`config.mk`:
```
export PLATFORM = sky130hd
export DESIGN_NAME = vga_timing_ctrl
export DESIGN_NICKNAME = d
export VERILOG_FILES = /design/src/rtl/vga_timing_ctrl.sv
export SDC_FILE = /design/constraint.sdc
export NUM_CORES = 1
export LEC_CHECK = 0
export ABC_CLOCK_PERIOD_IN_PS = 5000
export CORE_ASPECT_RATIO = 1.4
export CORE_MARGIN = 8
export CORE_UTILIZATION = 40
export CTS_BUF_LIST = sky130_fd_sc_hd__clkbuf_16
export DETAILED_ROUTE_END_ITERATION = 16
export GPL_ROUTABILITY_DRIVEN = 0
export MAX_ROUTING_LAYER = met4
export SYNTH_ARGS = -nofsm -noshare
export SYNTH_HDL_FRONTEND = slang
export SYNTH_SLANG_ARGS = --single-unit
```
`constraint.sdc`:
```
create_clock -name CLK -period 5 [get_ports CLK]
set_input_delay 1.25 -clock CLK [delete_from_list [all_inputs] [get_ports CLK]]
set_output_delay 1.25 -clock CLK [all_outputs]
set_load 0.1 [all_outputs]
```
`src/rtl/vga_timing_ctrl.sv`:
```
// VGA raster timing from a single clock using a one-cycle pixel enable every DIV clocks.
// Optional 8-bit frame counter output is built when VGA_FRAME_CNT_EN is defined.
module vga_timing_ctrl #(
  parameter int DIV      = 4,
  parameter int H_ACTIVE = 640,
  parameter int H_FP     = 16,
  parameter int H_SYNC   = 96,
  parameter int H_BP     = 48,
  parameter int V_ACTIVE = 480,
  parameter int V_FP     = 10,
  parameter int V_SYNC   = 2,
  parameter int V_BP     = 33,
  parameter int CNT_W    = 10
) (
  input  logic             CLK,
  input  logic             RST,
  input  logic             EN,
  output logic             PIXTICK,
  output logic [CNT_W-1:0] HCNT,
  output logic [CNT_W-1:0] VCNT,
  output logic             HSYNC,
  output logic             VSYNC,
  output logic             VIDEO_ON,
`ifdef VGA_FRAME_CNT_EN
  output logic [7:0]       FRAME_CNT,
`endif
  output logic             FRAME_START
);

  localparam int H_TOTAL = H_ACTIVE + H_FP + H_SYNC + H_BP;
  localparam int V_TOTAL = V_ACTIVE + V_FP + V_SYNC + V_BP;

  localparam logic [4:0]       DIV_LAST = 5'(DIV - 1);
  localparam logic [CNT_W-1:0] H_LAST   = CNT_W'(H_TOTAL - 1);
  localparam logic [CNT_W-1:0] V_LAST   = CNT_W'(V_TOTAL - 1);
  localparam logic [CNT_W-1:0] H_VIS    = CNT_W'(H_ACTIVE);
  localparam logic [CNT_W-1:0] V_VIS    = CNT_W'(V_ACTIVE);
  localparam logic [CNT_W-1:0] HS_BEG   = CNT_W'(H_ACTIVE + H_FP);
  localparam logic [CNT_W-1:0] HS_END   = CNT_W'(H_ACTIVE + H_FP + H_SYNC);
  localparam logic [CNT_W-1:0] VS_BEG   = CNT_W'(V_ACTIVE + V_FP);
  localparam logic [CNT_W-1:0] VS_END   = CNT_W'(V_ACTIVE + V_FP + V_SYNC);

  logic [4:0]       r_div;
  logic             r_pixtick;
  logic [CNT_W-1:0] r_hcnt;
  logic [CNT_W-1:0] r_vcnt;
  logic             r_hsync;
  logic             r_vsync;
  logic             r_video_on;
  logic             r_frame_start;

  logic [4:0]       w_div_nxt;
  logic             w_tick_nxt;
  logic [CNT_W-1:0] w_h_nxt;
  logic [CNT_W-1:0] w_v_nxt;
  logic             w_fs_nxt;
  logic             w_hsync_nxt;
  logic             w_vsync_nxt;
  logic             w_video_nxt;

  always_comb begin
    w_div_nxt  = (r_div == DIV_LAST) ? 5'd0 : r_div + 5'd1;
    w_tick_nxt = (w_div_nxt == DIV_LAST);
    w_h_nxt    = r_hcnt;
    w_v_nxt    = r_vcnt;
    w_fs_nxt   = 1'b0;
    // Raster moves only on the edge that ends a PIXTICK cycle.
    if (r_pixtick) begin
      if (r_hcnt == H_LAST) begin
        w_h_nxt = '0;
        if (r_vcnt == V_LAST) begin
          w_v_nxt  = '0;
          w_fs_nxt = 1'b1;
        end else begin
          w_v_nxt = r_vcnt + 1'b1;
        end
      end else begin
        w_h_nxt = r_hcnt + 1'b1;
      end
    end
    // Decoded from next-state counters so they line up with HCNT/VCNT.
    w_video_nxt = (w_h_nxt < H_VIS) && (w_v_nxt < V_VIS);
    w_hsync_nxt = !((w_h_nxt >= HS_BEG) && (w_h_nxt < HS_END));
    w_vsync_nxt = !((w_v_nxt >= VS_BEG) && (w_v_nxt < VS_END));
  end

  always_ff @(posedge CLK) begin
    if (RST || !EN) begin
      r_div         <= '0;
      r_pixtick     <= 1'b0;
      r_hcnt        <= '0;
      r_vcnt        <= '0;
      r_hsync       <= 1'b1;
      r_vsync       <= 1'b1;
      r_video_on    <= 1'b0;
      r_frame_start <= 1'b0;
    end else begin
      r_div         <= w_div_nxt;
      r_pixtick     <= w_tick_nxt;
      r_hcnt        <= w_h_nxt;
      r_vcnt        <= w_v_nxt;
      r_hsync       <= w_hsync_nxt;
      r_vsync       <= w_vsync_nxt;
      r_video_on    <= w_video_nxt;
      r_frame_start <= w_fs_nxt;
    end
  end

`ifdef VGA_FRAME_CNT_EN
  logic [7:0] r_frame_cnt;

  always_ff @(posedge CLK) begin
    if (RST || !EN) begin
      r_frame_cnt <= 8'd0;
    end else if (w_fs_nxt) begin
      r_frame_cnt <= r_frame_cnt + 8'd1;
    end
  end

  assign FRAME_CNT = r_frame_cnt;
`endif

  assign PIXTICK     = r_pixtick;
  assign HCNT        = r_hcnt;
  assign VCNT        = r_vcnt;
  assign HSYNC       = r_hsync;
  assign VSYNC       = r_vsync;
  assign VIDEO_ON    = r_video_on;
  assign FRAME_START = r_frame_start;

endmodule

```
After elaboration in Yosys (flattened, before gate mapping)
Index checks and enable logic that the tools add are counted.

cells by class
  $add $sub $neg = 3
  order comparisons = 6
  equal/unequal tests = 4
  mux-type cells = 7
  bitwise operators = 2
  reductions and logical operators = 8

operator list
  kind                                                                            count
  10-bit 2-to-1 mux                                                               5
  10-bit by 1-bit adder with 10-bit output (second input constant)                2
  10-bit == test (second input constant)                                          2
  10-bit less-than comparator (second input constant)                             2
  10-bit by 9-bit less-than comparator with 1-bit output (second input constant)  2
  5-bit by 2-bit == test with 1-bit output (second input constant)                2
  10-bit >= comparator (second input constant)                                    1
  10-bit by 9-bit >= comparator with 1-bit output (second input constant)         1
  5-bit by 1-bit adder with 5-bit output (second input constant)                  1
  5-bit 2-to-1 mux                                                                1
  1-bit logical AND                                                               3
  1-bit logical NOT                                                               3
  3-bit OR reduction                                                              1
  1-bit NOT                                                                       2
  1-bit logical OR                                                                1
  1-bit 2-to-1 mux                                                                1

word-level totals
  register bits = 30
  bits of input ports = 3

Longest topological paths before layout
  depth after elaboration = 7
  mapped depth = 8

Worst setup path before layout
Ideal clock, no wire load.

  path type = register to register
  start point = register r_vcnt[0] (netlist: VCNT[0])
  end point = register r_video_on (netlist: VIDEO_ON)
  arrival = 2.832 ns
  required time = 4.905 ns
  path slack = 2.072 ns
  cell stages (with the launch flop) = 8
  path buffers = 1
  period minus slack after synthesis = 2.928 ns
  cell sequence = dfxtp_1 ha_1 and4_1 dlygate4sd3_1 nand3_1 a21oi_1 a211oi_2 a221oi_1

between the ends
  word-level cells in the longest chain between the ends = 6
  elaborated cells on any way between the ends = 7
  classes of those cells = add/sub (1); order compare (1); eq/ne (1); mux (3); reduce/logical (1)

RTL lines
  element                                                                            RTL line  RTL
  from (decl)                                                                        46        logic [CNT_W-1:0] r_vcnt;
  from (signal assigned)                                                             101       r_vcnt <= w_v_nxt;
  10-bit by 1-bit adder with 10-bit output / 10-bit == test (equally long branches)  75, 71
  10-bit 2-to-1 mux                                                                  71        if (r_vcnt == V_LAST) begin
  10-bit 2-to-1 mux                                                                  69        if (r_hcnt == H_LAST) begin
  10-bit 2-to-1 mux (*)                                                              68        if (r_pixtick) begin
  10-bit by 9-bit less-than comparator with 1-bit output (*)                         82        w_video_nxt = (w_h_nxt < H_VIS) && (w_v_nxt < V_VIS);
  1-bit logical AND (*)                                                              82
  to (signal assigned)                                                               104       r_video_on <= w_video_nxt;
  to (decl)                                                                          49        logic r_video_on;

Every way passes the cells marked *; elsewhere a longest branch is shown, timed or not.
A chain may end at the register's enable or synchronous reset.

Worst setup path after layout
  start point = register r_hcnt[5] (netlist: HCNT[5])
  end point = output port HCNT[5]

RTL lines
  element                 RTL line  RTL
  from (decl)             45        logic [CNT_W-1:0] r_hcnt;
  from (signal assigned)  100       r_hcnt <= w_h_nxt;
  to (decl)               19        output logic [CNT_W-1:0] HCNT,

No word-level cell between the ends.

==> impl_metrics.env <==
export IMPL_status="finished, final reports clean"
export IMPL_yosys_area_share_simple_pct=32.47
export IMPL_timing_rr_start="HCNT[0]"
export IMPL_clk_latency_ns=0.28
export IMPL_ys_flop_type="dfxtp_1"
export IMPL_htreeDepth=2
export IMPL_hold_depth=1
export IMPL_cp_max_fo=10
export IMPL_required_ns=3.75
export IMPL_p_seq_share_pct=44.9
export IMPL_start_util_pct=41.70
export IMPL_r2r_slack_ns=2.46
export IMPL_ys_seq_area_share_pct=36.75
export IMPL_die_area_sq_mm=0.006416
export IMPL_period_minus_slack_ns=3.254
export IMPL_fp_dieH_um=91.63
export IMPL_nNetsFinal=220
export IMPL_fmax_ghz=0.3073
export IMPL_final_util_pct=51.40
export IMPL_clock_sinks=30
export IMPL_cts_made_buffers=5
export IMPL_synthAdderAreaFrac_pct=3.828
export IMPL_crit_type="register to output port"
export IMPL_drc=0
export IMPL_powerDensity_mw_per_mm2=267.4
export IMPL_antenna_cells=0
export IMPL_syn_inst=187
export IMPL_synth_seq_cells=30
export IMPL_cts_tree="built"
export IMPL_synthesis_area_sq_mm=0.001634
export IMPL_relSlewSlack_pct=34.59
export IMPL_ioPinCount=28
export IMPL_grt_pass1_vias=1523
export IMPL_cp_arrival_ns=2.00
export IMPL_synth_avg_cell_area_sq_um=8.738
export IMPL_slowest_delay_ns=1.21
export IMPL_rsz0062_at_grt="false"
export IMPL_yosysTopAreaCell="dfxtp_1"
export IMPL_io_buffers=27
export IMPL_clock_root_buffer="clkbuf_16"
export IMPL_hold_viol_final=0
export IMPL_grt_usage_pct=13.44
export IMPL_synth_edf_count=0
export IMPL_clk_pin_slew_ns=0.05
export IMPL_clockPowerShare_pct=52.5
export IMPL_post_cts_buffers=0
export IMPL_async_reset_ff_share_pct=0
export IMPL_synthTopCellsByArea="dfxtp_1, nor2_1, nor3_1"
export IMPL_dr_pass1_iters=4
export IMPL_power_leakage_nw=0.6474
export IMPL_synth_compound_gate_area_share_pct=13.94
export IMPL_hold_path_startpoint="r_div[0]"
export IMPL_whs_endpoint="r_div[0]"
export IMPL_path_buf_inv=1
export IMPL_critical_path_endpoint_type="output port"
export IMPL_syn_to_final_growth_pct=23.28
export IMPL_path_delay_family="buffers and inverters"
export IMPL_internal_power_w=0.0004244
export IMPL_grt_max_degree=21
export IMPL_rr_endpoint="VIDEO_ON"
export IMPL_fin_crit_sh_pct=65.09
export IMPL_pwr_share_comb_pct=2.6
export IMPL_synth_top_family_by_area="simple AND/OR/NAND/NOR gates"
export IMPL_cts_resized=0
export IMPL_holdBufCountCts=0
export IMPL_clock_skew_ns=0.003792
export IMPL_min_path_type="register to register"
export IMPL_wire_per_inst_um=16.36
export IMPL_cts_buffer_depth=2
export IMPL_reg2reg_depth=6
export IMPL_rows=27
export IMPL_dp_hpwl_um=2994
export IMPL_setup_violations=0
export IMPL_gr_total_overflow=0
export IMPL_tightest_slew_ns=0.9780
export IMPL_setup_tns_ns=0
export IMPL_synthMuxAreaShare_pct=1.225
export IMPL_ir_worst_vdd_mv=0.2558
export IMPL_syn_nets=195
export IMPL_path_cells="clkdlybuf4s50_1"
export IMPL_netlist_area_leader_share_pct=36.75
export IMPL_die_w_um=70.02
export IMPL_switching_share_pct=21.20
export IMPL_vias=1511
export IMPL_viasPerCell=5.902
export IMPL_cp_start_kind="register"
export IMPL_grt_pass1_wl_um=7017
export IMPL_ys_types=52
export IMPL_p_sw_w=0.0001142
export IMPL_yosysWarnings=0
export IMPL_drt_iter0_drc=108
export IMPL_cap_violations=0
export IMPL_drive_gt1_share_pct=7.512
export IMPL_drt_wl_total_um=4188
export IMPL_slowest_stage="clkdlybuf4s50_1"
export IMPL_antenna_left=0
export IMPL_antenna_found_initial=0
export IMPL_finalMaxSlewViolations=0
export IMPL_synthXorXnorAreaFrac_pct=5.896
export IMPL_coreArea_sq_mm=0.003919
[synth_stat cells, drive strengths merged, types with 2 or more instances]
cell type,count
a211o,2
a211oi,3
a21oi,7
a31oi,3
and2,3
and3,2
and4,2
buf,5
clkbuf,3
dfxtp,30
ha,5
inv,4
mux2i,2
nand2,13
nand2b,2
nand3,11
nand4,6
nand4b,2
nor2,25
nor3,13
nor3b,3
nor4b,2
o211ai,2
o21ai,6
or3,2
or4,3
xnor2,7
xor2,4
[layer usage]
layer	GRT usage [%]	vias to the layer above	routed length [um]
li1	-	737	-
met1	13.27	720	1802
met2	22.00	42	2044
met3	4.315	12	220
met4	9.244	0	121
met5	-	-	0
[flip-flops by register name (all words and copies together) (netlist names)]
name / flops
FRAME_START: 1
HCNT: 10
HSYNC: 1
PIXTICK: 1
VCNT: 10
VIDEO_ON: 1
VSYNC: 1
r_div: 5
[logic make-up (layout without fill, tap and decap cells)]
logic type	after synthesis	in the layout
AO/OA/AOI/OAI	32	32
multiplexers	2	2
AND/OR/NAND/NOR	94	94
adder cells (fa/ha/maj)	5	5
XOR/XNOR	11	11
buffers and inverters	13	39
flip-flops	30	30
[layout make-up]
| type | count | area, sq um |
|---|---|---|
| Tap cell | 43 | 53.80 |
| Timing Repair Buffer | 27 | 270.3 |
| Clock inverter | 3 | 12.51 |
| Multi-Input combinational cell | 144 | 937.1 |
| Fill cell | 386 | 1904 |
| Sequential cell | 30 | 600.6 |
| Inverter | 4 | 15.01 |
| Clock buffer | 5 | 125.1 |
[power groups by stage]
stage	combinational (W)	sequential [W]	clock, W
after floorplan	0.00000631	0.000251	0
after global placement	0.0000135	0.000247	0
after detailed placement	0.0000136	0.000247	0
after CTS	0.0000137	0.000242	0.000288
after global routing	0.0000146	0.000242	0.000298
final	0.0000138	0.000242	0.000283
[through the flow]
step / setup slack [ns] / std cells / power [W] / instance area, sq um / hold slack, ns
after floorplan: 2.072 / 187 / 0.0002569 / 1634 / 0.4500
after global placement: 2.069 / 248 / 0.0002602 / 1877 / 0.4771
after detailed placement: 2.026 / 248 / 0.0002605 / 1877 / 0.4895
after CTS: 1.745 / 256 / 0.0005440 / 2014 / 0.4969
after global routing: 1.702 / 256 / 0.0005544 / 2014 / 0.5160
final: 1.746 / 256 / 0.0005386 / 2014 / 0.4940
[cells in the final DEF, fill, tap and decap left out, drive strengths merged, types with 3 or more instances in the layout]
| master | count |
|---|---|
| nand3 | 11 |
| xor2 | 4 |
| nand2 | 13 |
| a31oi | 3 |
| a21oi | 7 |
| inv | 5 |
| nor2 | 25 |
| xnor2 | 7 |
| a211oi | 3 |
| clkdlybuf4s50 | 27 |
| clkbuf | 5 |
| o21ai | 6 |
| nand4 | 6 |
| dfxtp | 30 |
| or4 | 3 |
| nor3 | 13 |
| nor3b | 3 |
| ha | 5 |
| and2 | 3 |
[worst max path at each step]
stage	from	end	slack [ns]	cells past startpoint
2_1_floorplan	VCNT[0]	VIDEO_ON	2.07	7
3_3_place_gp	HCNT[5]	HCNT[5]	2.07	1
3_5_place_dp	RST	VSYNC	2.03	6
4_1_cts	VCNT[3]	VCNT[3]	1.75	1
5_1_grt	HCNT[5]	HCNT[5]	1.70	1
6_report	HCNT[5]	HCNT[5]	1.75	1
No activity file was read; power rests on OpenSTA's default activity.
